[src/rtl/dffram_nibble_host_pkg.sv]
// Shared types and constants for the byte-wide host sequencer of the nibble-pin DFF RAM.
package dffram_nibble_host_pkg;

    typedef enum logic [2:0] {
        IDLE    = 3'd0,
        RD_WAIT = 3'd1,
        RD_LO   = 3'd2,
        RD_HI   = 3'd3,
        WR_LO   = 3'd4,
        WR_HI   = 3'd5,
        RESP    = 3'd6
    } state_t;

    // The RAM's half-select is inverted between writes and reads.
    localparam logic LOHI_WR_LO = 1'b1;
    localparam logic LOHI_RD_LO = 1'b0;

endpackage

[src/rtl/dffram_nibble_host_if.sv]
// Host request/response channel plus RAM pin bundle for the nibble host sequencer.
interface dffram_nibble_host_if #(
    parameter int AWIDTH = 4,
    parameter int DWIDTH = 4
);
    logic                  req_valid;
    logic                  req_ready;
    logic                  req_write;
    logic [AWIDTH-1:0]     req_addr_a;
    logic [AWIDTH-1:0]     req_addr_b;
    logic [2*DWIDTH-1:0]   req_wdata;
    logic                  rsp_valid;
    logic [2*DWIDTH-1:0]   rsp_rdata_a;
    logic [2*DWIDTH-1:0]   rsp_rdata_b;
    logic [AWIDTH-1:0]     mem_addr_a;
    logic [AWIDTH-1:0]     mem_addr_b;
    logic [DWIDTH-1:0]     mem_wdata;
    logic                  mem_lohi_a;
    logic                  mem_lohi_b;
    logic                  mem_w_en;
    logic [DWIDTH-1:0]     mem_rdata_a;
    logic [DWIDTH-1:0]     mem_rdata_b;

    modport master (
        output req_valid, req_write, req_addr_a, req_addr_b, req_wdata,
        input  req_ready, rsp_valid, rsp_rdata_a, rsp_rdata_b
    );

    modport slave (
        input  req_valid, req_write, req_addr_a, req_addr_b, req_wdata,
        output req_ready, rsp_valid, rsp_rdata_a, rsp_rdata_b,
        output mem_addr_a, mem_addr_b, mem_wdata, mem_lohi_a, mem_lohi_b, mem_w_en,
        input  mem_rdata_a, mem_rdata_b
    );

    modport ram (
        input  mem_addr_a, mem_addr_b, mem_wdata, mem_lohi_a, mem_lohi_b, mem_w_en,
        output mem_rdata_a, mem_rdata_b
    );
endinterface

[src/rtl/dffram_nibble_host.sv]
// Turns one byte request into nibble pin cycles on the 2R1W DFF RAM; all RAM pins are registered.
module dffram_nibble_host
    import dffram_nibble_host_pkg::*;
#(
    parameter int AWIDTH       = 4,
    parameter int DWIDTH       = 4,
    parameter int READ_LATENCY = 0
) (
    input  logic                  clk,
    input  logic                  rst_n,
    dffram_nibble_host_if.slave   bus
);

    localparam int BYTEW = 2 * DWIDTH;

    state_t              state_reg, state_next;
    logic                accept;
    logic [BYTEW-1:0]    data_sel;
    logic [BYTEW-1:0]    wdata_reg;
    logic [AWIDTH-1:0]   addr_a_reg, addr_b_reg;
    logic [DWIDTH-1:0]   wdata_pin_reg, wdata_pin_next;
    logic                lohi_a_reg, lohi_a_next;
    logic                lohi_b_reg, lohi_b_next;
    logic                w_en_reg, w_en_next;
    logic [DWIDTH-1:0]   lo_a_reg, lo_b_reg;
    logic [BYTEW-1:0]    rdata_a_reg, rdata_b_reg;

    assign accept = bus.req_valid && (state_reg == IDLE);

    always_comb begin
        state_next     = state_reg;
        lohi_a_next    = 1'b0;
        lohi_b_next    = 1'b0;
        w_en_next      = 1'b0;
        wdata_pin_next = '0;
        // On the accept edge the byte is not yet in wdata_reg, so take it from the request.
        data_sel       = accept ? bus.req_wdata : wdata_reg;

        unique case (state_reg)
            IDLE: begin
                if (accept) begin
                    if (bus.req_write)          state_next = WR_LO;
                    else if (READ_LATENCY != 0) state_next = RD_WAIT;
                    else                        state_next = RD_LO;
                end
            end
            RD_WAIT: state_next = RD_LO;
            RD_LO:   state_next = RD_HI;
            RD_HI:   state_next = RESP;
            WR_LO:   state_next = WR_HI;
            WR_HI:   state_next = RESP;
            RESP:    state_next = IDLE;
            default: state_next = IDLE;
        endcase

        // Pin values are decoded from the next state so they appear in the same cycle as the state.
        unique case (state_next)
            WR_LO: begin
                lohi_a_next    = LOHI_WR_LO;
                w_en_next      = 1'b1;
                wdata_pin_next = data_sel[DWIDTH-1:0];
            end
            WR_HI: begin
                lohi_a_next    = ~LOHI_WR_LO;
                w_en_next      = 1'b1;
                wdata_pin_next = data_sel[BYTEW-1:DWIDTH];
            end
            RD_WAIT, RD_LO: begin
                lohi_a_next = LOHI_RD_LO;
                lohi_b_next = LOHI_RD_LO;
            end
            RD_HI: begin
                lohi_a_next = ~LOHI_RD_LO;
                lohi_b_next = ~LOHI_RD_LO;
            end
            default: begin
                lohi_a_next = 1'b0;
                lohi_b_next = 1'b0;
            end
        endcase
    end

    always_ff @(posedge clk or negedge rst_n) begin
        if (!rst_n) begin
            state_reg     <= IDLE;
            wdata_reg     <= '0;
            addr_a_reg    <= '0;
            addr_b_reg    <= '0;
            wdata_pin_reg <= '0;
            lohi_a_reg    <= 1'b0;
            lohi_b_reg    <= 1'b0;
            w_en_reg      <= 1'b0;
            lo_a_reg      <= '0;
            lo_b_reg      <= '0;
            rdata_a_reg   <= '0;
            rdata_b_reg   <= '0;
        end else begin
            state_reg     <= state_next;
            wdata_pin_reg <= wdata_pin_next;
            lohi_a_reg    <= lohi_a_next;
            lohi_b_reg    <= lohi_b_next;
            w_en_reg      <= w_en_next;
            if (accept) begin
                wdata_reg  <= bus.req_wdata;
                addr_a_reg <= bus.req_addr_a;
                if (!bus.req_write) addr_b_reg <= bus.req_addr_b;
            end
            if (state_reg == RD_LO) begin
                lo_a_reg <= bus.mem_rdata_a;
                lo_b_reg <= bus.mem_rdata_b;
            end
            if (state_reg == RD_HI) begin
                rdata_a_reg <= {bus.mem_rdata_a, lo_a_reg};
                rdata_b_reg <= {bus.mem_rdata_b, lo_b_reg};
            end
        end
    end

    assign bus.req_ready   = (state_reg == IDLE);
    assign bus.rsp_valid   = (state_reg == RESP);
    assign bus.rsp_rdata_a = rdata_a_reg;
    assign bus.rsp_rdata_b = rdata_b_reg;
    assign bus.mem_addr_a  = addr_a_reg;
    assign bus.mem_addr_b  = addr_b_reg;
    assign bus.mem_wdata   = wdata_pin_reg;
    assign bus.mem_lohi_a  = lohi_a_reg;
    assign bus.mem_lohi_b  = lohi_b_reg;
    assign bus.mem_w_en    = w_en_reg;

endmodule

[src/flat_wrapper.sv]
// flat-port wrapper written by rule: the top's interface ports become plain ports
module dffram_nibble_host_flat import dffram_nibble_host_pkg::*;
#(
    parameter int AWIDTH       = 4,
    parameter int DWIDTH       = 4,
    parameter int READ_LATENCY = 0
)
  (clk, rst_n, bus_req_valid, bus_req_write, bus_req_addr_a, bus_req_addr_b, bus_req_wdata, bus_req_ready, bus_rsp_valid, bus_rsp_rdata_a, bus_rsp_rdata_b, bus_mem_addr_a, bus_mem_addr_b, bus_mem_wdata, bus_mem_lohi_a, bus_mem_lohi_b, bus_mem_w_en, bus_mem_rdata_a, bus_mem_rdata_b);
  dffram_nibble_host_if #(.AWIDTH(AWIDTH), .DWIDTH(DWIDTH)) bus_i ();
  input  logic clk;
  input  logic rst_n;
  input wire logic [$bits(bus_i.req_valid)-1:0] bus_req_valid;
  input wire logic [$bits(bus_i.req_write)-1:0] bus_req_write;
  input wire logic [$bits(bus_i.req_addr_a)-1:0] bus_req_addr_a;
  input wire logic [$bits(bus_i.req_addr_b)-1:0] bus_req_addr_b;
  input wire logic [$bits(bus_i.req_wdata)-1:0] bus_req_wdata;
  output wire logic [$bits(bus_i.req_ready)-1:0] bus_req_ready;
  output wire logic [$bits(bus_i.rsp_valid)-1:0] bus_rsp_valid;
  output wire logic [$bits(bus_i.rsp_rdata_a)-1:0] bus_rsp_rdata_a;
  output wire logic [$bits(bus_i.rsp_rdata_b)-1:0] bus_rsp_rdata_b;
  output wire logic [$bits(bus_i.mem_addr_a)-1:0] bus_mem_addr_a;
  output wire logic [$bits(bus_i.mem_addr_b)-1:0] bus_mem_addr_b;
  output wire logic [$bits(bus_i.mem_wdata)-1:0] bus_mem_wdata;
  output wire logic [$bits(bus_i.mem_lohi_a)-1:0] bus_mem_lohi_a;
  output wire logic [$bits(bus_i.mem_lohi_b)-1:0] bus_mem_lohi_b;
  output wire logic [$bits(bus_i.mem_w_en)-1:0] bus_mem_w_en;
  input wire logic [$bits(bus_i.mem_rdata_a)-1:0] bus_mem_rdata_a;
  input wire logic [$bits(bus_i.mem_rdata_b)-1:0] bus_mem_rdata_b;
  assign bus_i.req_valid = bus_req_valid;
  assign bus_i.req_write = bus_req_write;
  assign bus_i.req_addr_a = bus_req_addr_a;
  assign bus_i.req_addr_b = bus_req_addr_b;
  assign bus_i.req_wdata = bus_req_wdata;
  assign bus_req_ready = bus_i.req_ready;
  assign bus_rsp_valid = bus_i.rsp_valid;
  assign bus_rsp_rdata_a = bus_i.rsp_rdata_a;
  assign bus_rsp_rdata_b = bus_i.rsp_rdata_b;
  assign bus_mem_addr_a = bus_i.mem_addr_a;
  assign bus_mem_addr_b = bus_i.mem_addr_b;
  assign bus_mem_wdata = bus_i.mem_wdata;
  assign bus_mem_lohi_a = bus_i.mem_lohi_a;
  assign bus_mem_lohi_b = bus_i.mem_lohi_b;
  assign bus_mem_w_en = bus_i.mem_w_en;
  assign bus_i.mem_rdata_a = bus_mem_rdata_a;
  assign bus_i.mem_rdata_b = bus_mem_rdata_b;
  dffram_nibble_host #(.AWIDTH(AWIDTH), .DWIDTH(DWIDTH), .READ_LATENCY(READ_LATENCY)) u_core (.clk(clk), .rst_n(rst_n), .bus(bus_i));
endmodule
[config.mk]
export PLATFORM = sky130hd
export DESIGN_NAME = dffram_nibble_host_flat
export DESIGN_NICKNAME = d
export VERILOG_FILES = /design/src/rtl/dffram_nibble_host_pkg.sv /design/src/rtl/dffram_nibble_host_if.sv /design/src/rtl/dffram_nibble_host.sv /design/src/flat_wrapper.sv
export SDC_FILE = /design/constraint.sdc
export NUM_CORES = 1
export LEC_CHECK = 0
export BUFFER_PORTS_ARGS = -buffer_cell sky130_fd_sc_hd__clkbuf_2
export CORE_AREA = 2 2 63 65
export CTS_BUF_LIST = sky130_fd_sc_hd__clkbuf_4 sky130_fd_sc_hd__clkbuf_8 sky130_fd_sc_hd__clkbuf_16
export DETAILED_ROUTE_END_ITERATION = 10
export DIE_AREA = 0 0 65 67
export PLACE_DENSITY = 0.85
export SETUP_SLACK_MARGIN = 0.02
export SLEW_MARGIN = 20
export SYNTH_ARGS = -nofsm -noshare
export SYNTH_HDL_FRONTEND = slang
export SYNTH_SLANG_ARGS = --single-unit
[constraint.sdc]
create_clock -name clk -period 2.9 [get_ports clk]
set_input_delay 0.725 -clock clk [delete_from_list [all_inputs] [get_ports clk]]
set_output_delay 0.725 -clock clk [all_outputs]
set_load 0.03 [all_outputs]
==> qor.csv <==
metric,value,unit
status,"finished, final reports clean",
hold_class,in -> async,
syn-cell-area,1850,µm²
numCtsBuffers,5,
final_hold_viol_count,0,
multiInputGateArea,627,µm²
grt_pass1_vias,1259,
grt-ovfl-total,0,
portBuffers,60,
syn_nets,144,
dp_hpwl,2550,µm
fin_crit,2.08,ns
via_per_inst,5.13,
seq_area,1180,µm²
area_delta_synth_final,24.2,%
cp_top_family,flip-flops,
fmax,482,MHz
postCtsSetupRepairBufs,0,
clock-root-buffer,clkbuf_8,
wirelength,3450,µm
rsz0062_at_grt,false,
synth_xor_area_share,0,%
critPathLaunchType,flop,
syn_area_per_cell,16.0,µm²
design.core.area,3610,µm²
crit_buf_inv,2,
synth_compound_area_share,5.14,%
die_w,65,µm
yosys_warnings,0,
worstMarginPinSlew,0.875,ns
first_pass_iters,4,
critPathCaptureType,output port,
worstSkewPairLatency,0.30,ns
io_pins,61,
top_layer_used,met4,
synth_seq_area_share,63.6,%
dr_wl_met2,1870,µm
start_util,51.3,%
die_y,67,µm
grt_max_degree,48,
finalMaxSlewViolations,0,
p_leak,1.13,nW
worst-path-max-fanout,9,
crit_chain,inv_1 > and3_1 > clkbuf_2,
slew_headroom,41.4,%
diodes,0,
layout-drive-gt1-share,62.6,%
fin_setup_tns,0,ns
cts_resized,0,
hold_buffers,0,
path_depth,3,
synth_adder_area_share,0,%
maxCapViolations,0,
setup_viol,0,
fin_worst_skew,0.00330,ns
path_class,reg -> out,
cts.clk_slew.worst_paths,0.08,ns
route.detailed.drc,0,
synth_cells,116,
drtIter0Drc,38,
synth-seq-cells,47,
antenna_found_initial,0,
synth_top_family_by_area,multiplexers,
tritoncts,built,
vias,1165,
fin_nets,206,
grtUsageTotal,18.4,%
crit_path_top_delay_cell,dfrtp_1,
cts.path.max_buffers,2,
met1Wirelength,1310,µm
htreeDepth,2,
wl_met3,204,µm
ant_nets,0,
die_area,4360,µm²
cts_sinks,47,
fillers,293,
power_density,1290,nW/µm²
peakVddDrop,0.000639,V
grt_pass1_wl,5900,µm
fin_total_pwr,2.97,mW
finalCritPeriodShare,71.6,%
wl_per_cell,15.2,µm
gp_congestion,0.708,
synthMuxAreaShare,23.3,%
r2r_cells,2,
rows,22,
r2r-start,u_core.state_reg[1],
synth_cell_type_count,25,
synthSimpleGateAreaFrac,5.14,%
worstPathArrival,1.35,ns
crit_required,2.17,ns
critPathLaunch,u_core.state_reg[0],
cpPeakStageDelay,0.55,ns
## placed cells by master, fill, tap and decap left out
cell / count
clkbuf_2: 59
dfrtp_1: 47
mux2_2: 33
clkbuf_8: 6
mux2_4: 4
a21oi_1: 3
a32o_1: 3
nor3_1: 2
inv_1: 2
buf_4: 2
nor4b_4: 1
o22ai_1: 1
a31oi_1: 1
nand3b_2: 1
o21ai_0: 1
nor3b_2: 1
nor3b_1: 1
or2_2: 1
a21o_2: 1
a22o_1: 1
nand2b_1: 1
nand3b_1: 1
o21a_1: 1
a21o_1: 1
and3_1: 1
and2_4: 1
bufinv_16: 1
clkinv_2: 1
## Yosys cell counts
cell type / number / share of area, %
a21o_1: 1 / 0.41
a21o_2: 1 / 0.47
and2_4: 1 / 0.47
o21ai_0: 1 / 0.27
buf_6: 2 / 1.2
nand2b_1: 1 / 0.34
a22o_1: 1 / 0.47
nand3b_1: 1 / 0.41
buf_4: 1 / 0.41
a21oi_1: 3 / 0.81
mux2_2: 33 / 20
nor3b_1: 2 / 0.81
buf_2: 3 / 0.81
o22ai_1: 1 / 0.34
inv_1: 2 / 0.41
nand3b_2: 1 / 0.61
and3_1: 1 / 0.34
a31oi_1: 1 / 0.34
o21a_1: 1 / 0.41
mux2_4: 4 / 3.2
dfrtp_1: 47 / 64
a32o_1: 3 / 1.6
or2_2: 1 / 0.34
nor4b_4: 1 / 1.3
nor3_1: 2 / 0.54
## metrics by stage
step,setup slack (ns),util [%],instances,hold WS [ns],instance area (µm²)
4_1_cts,0.808,63.7,227,0.505,2300
6_report,0.824,63.7,227,0.423,2300
5_1_grt,0.763,63.7,227,0.458,2300
2_1_floorplan,0.914,-,116,0.429,1850
3_5_place_dp,0.935,60.4,219,0.486,2180
3_3_place_gp,1.01,60.4,219,0.471,2180
## worst register-to-register path: stages, from the launching register on
cell and delay, ns:
dfrtp_1 0.58, nor3b_2 0.79, mux2_2 0.42
## area by class of cell
type                    instances  share of cell area [%]
clock buffers                   6                    3.59
repair buffers                 61                    13.5
clock inverters                 2                    1.52
well taps                      48                    2.61
inverters                       2                   0.327
flip-flops and latches         47                    51.2
multi-input cells              61                    27.3
## per-layer routing
| metal | vias up | global-route usage, % |
|---|---|---|
| li1 | 535 | - |
| met1 | 583 | 20.4 |
| met2 | 39 | 32.6 |
| met3 | 8 | 5.41 |
| met4 | 0 | 8.24 |
| met5 | - | 0 |
## power by group
part	internal, mW	switching, mW
clock	0.279	0.210
combinational	0.544	0.746
sequential	0.975	0.214
total	1.80	1.17
## cell families after synthesis
logic type	Yosys count
flops	47
mux	37
compound gates	13
simple gates	11
buf+inv	8
## worst paths after layout
path                                            to  slack [ns]
max                                  bus_rsp_valid        0.82
min                        u_core.bus.mem_wdata[1]        0.42
max reg2reg                     u_core.lo_a_reg[1]        1.01
min reg2reg                u_core.bus.mem_wdata[1]        0.51
max in group asynchronous       u_core.lo_a_reg[0]        2.10
min in group clk           u_core.bus.mem_wdata[1]        0.51
No activity file was read; power rests on OpenSTA's default activity.
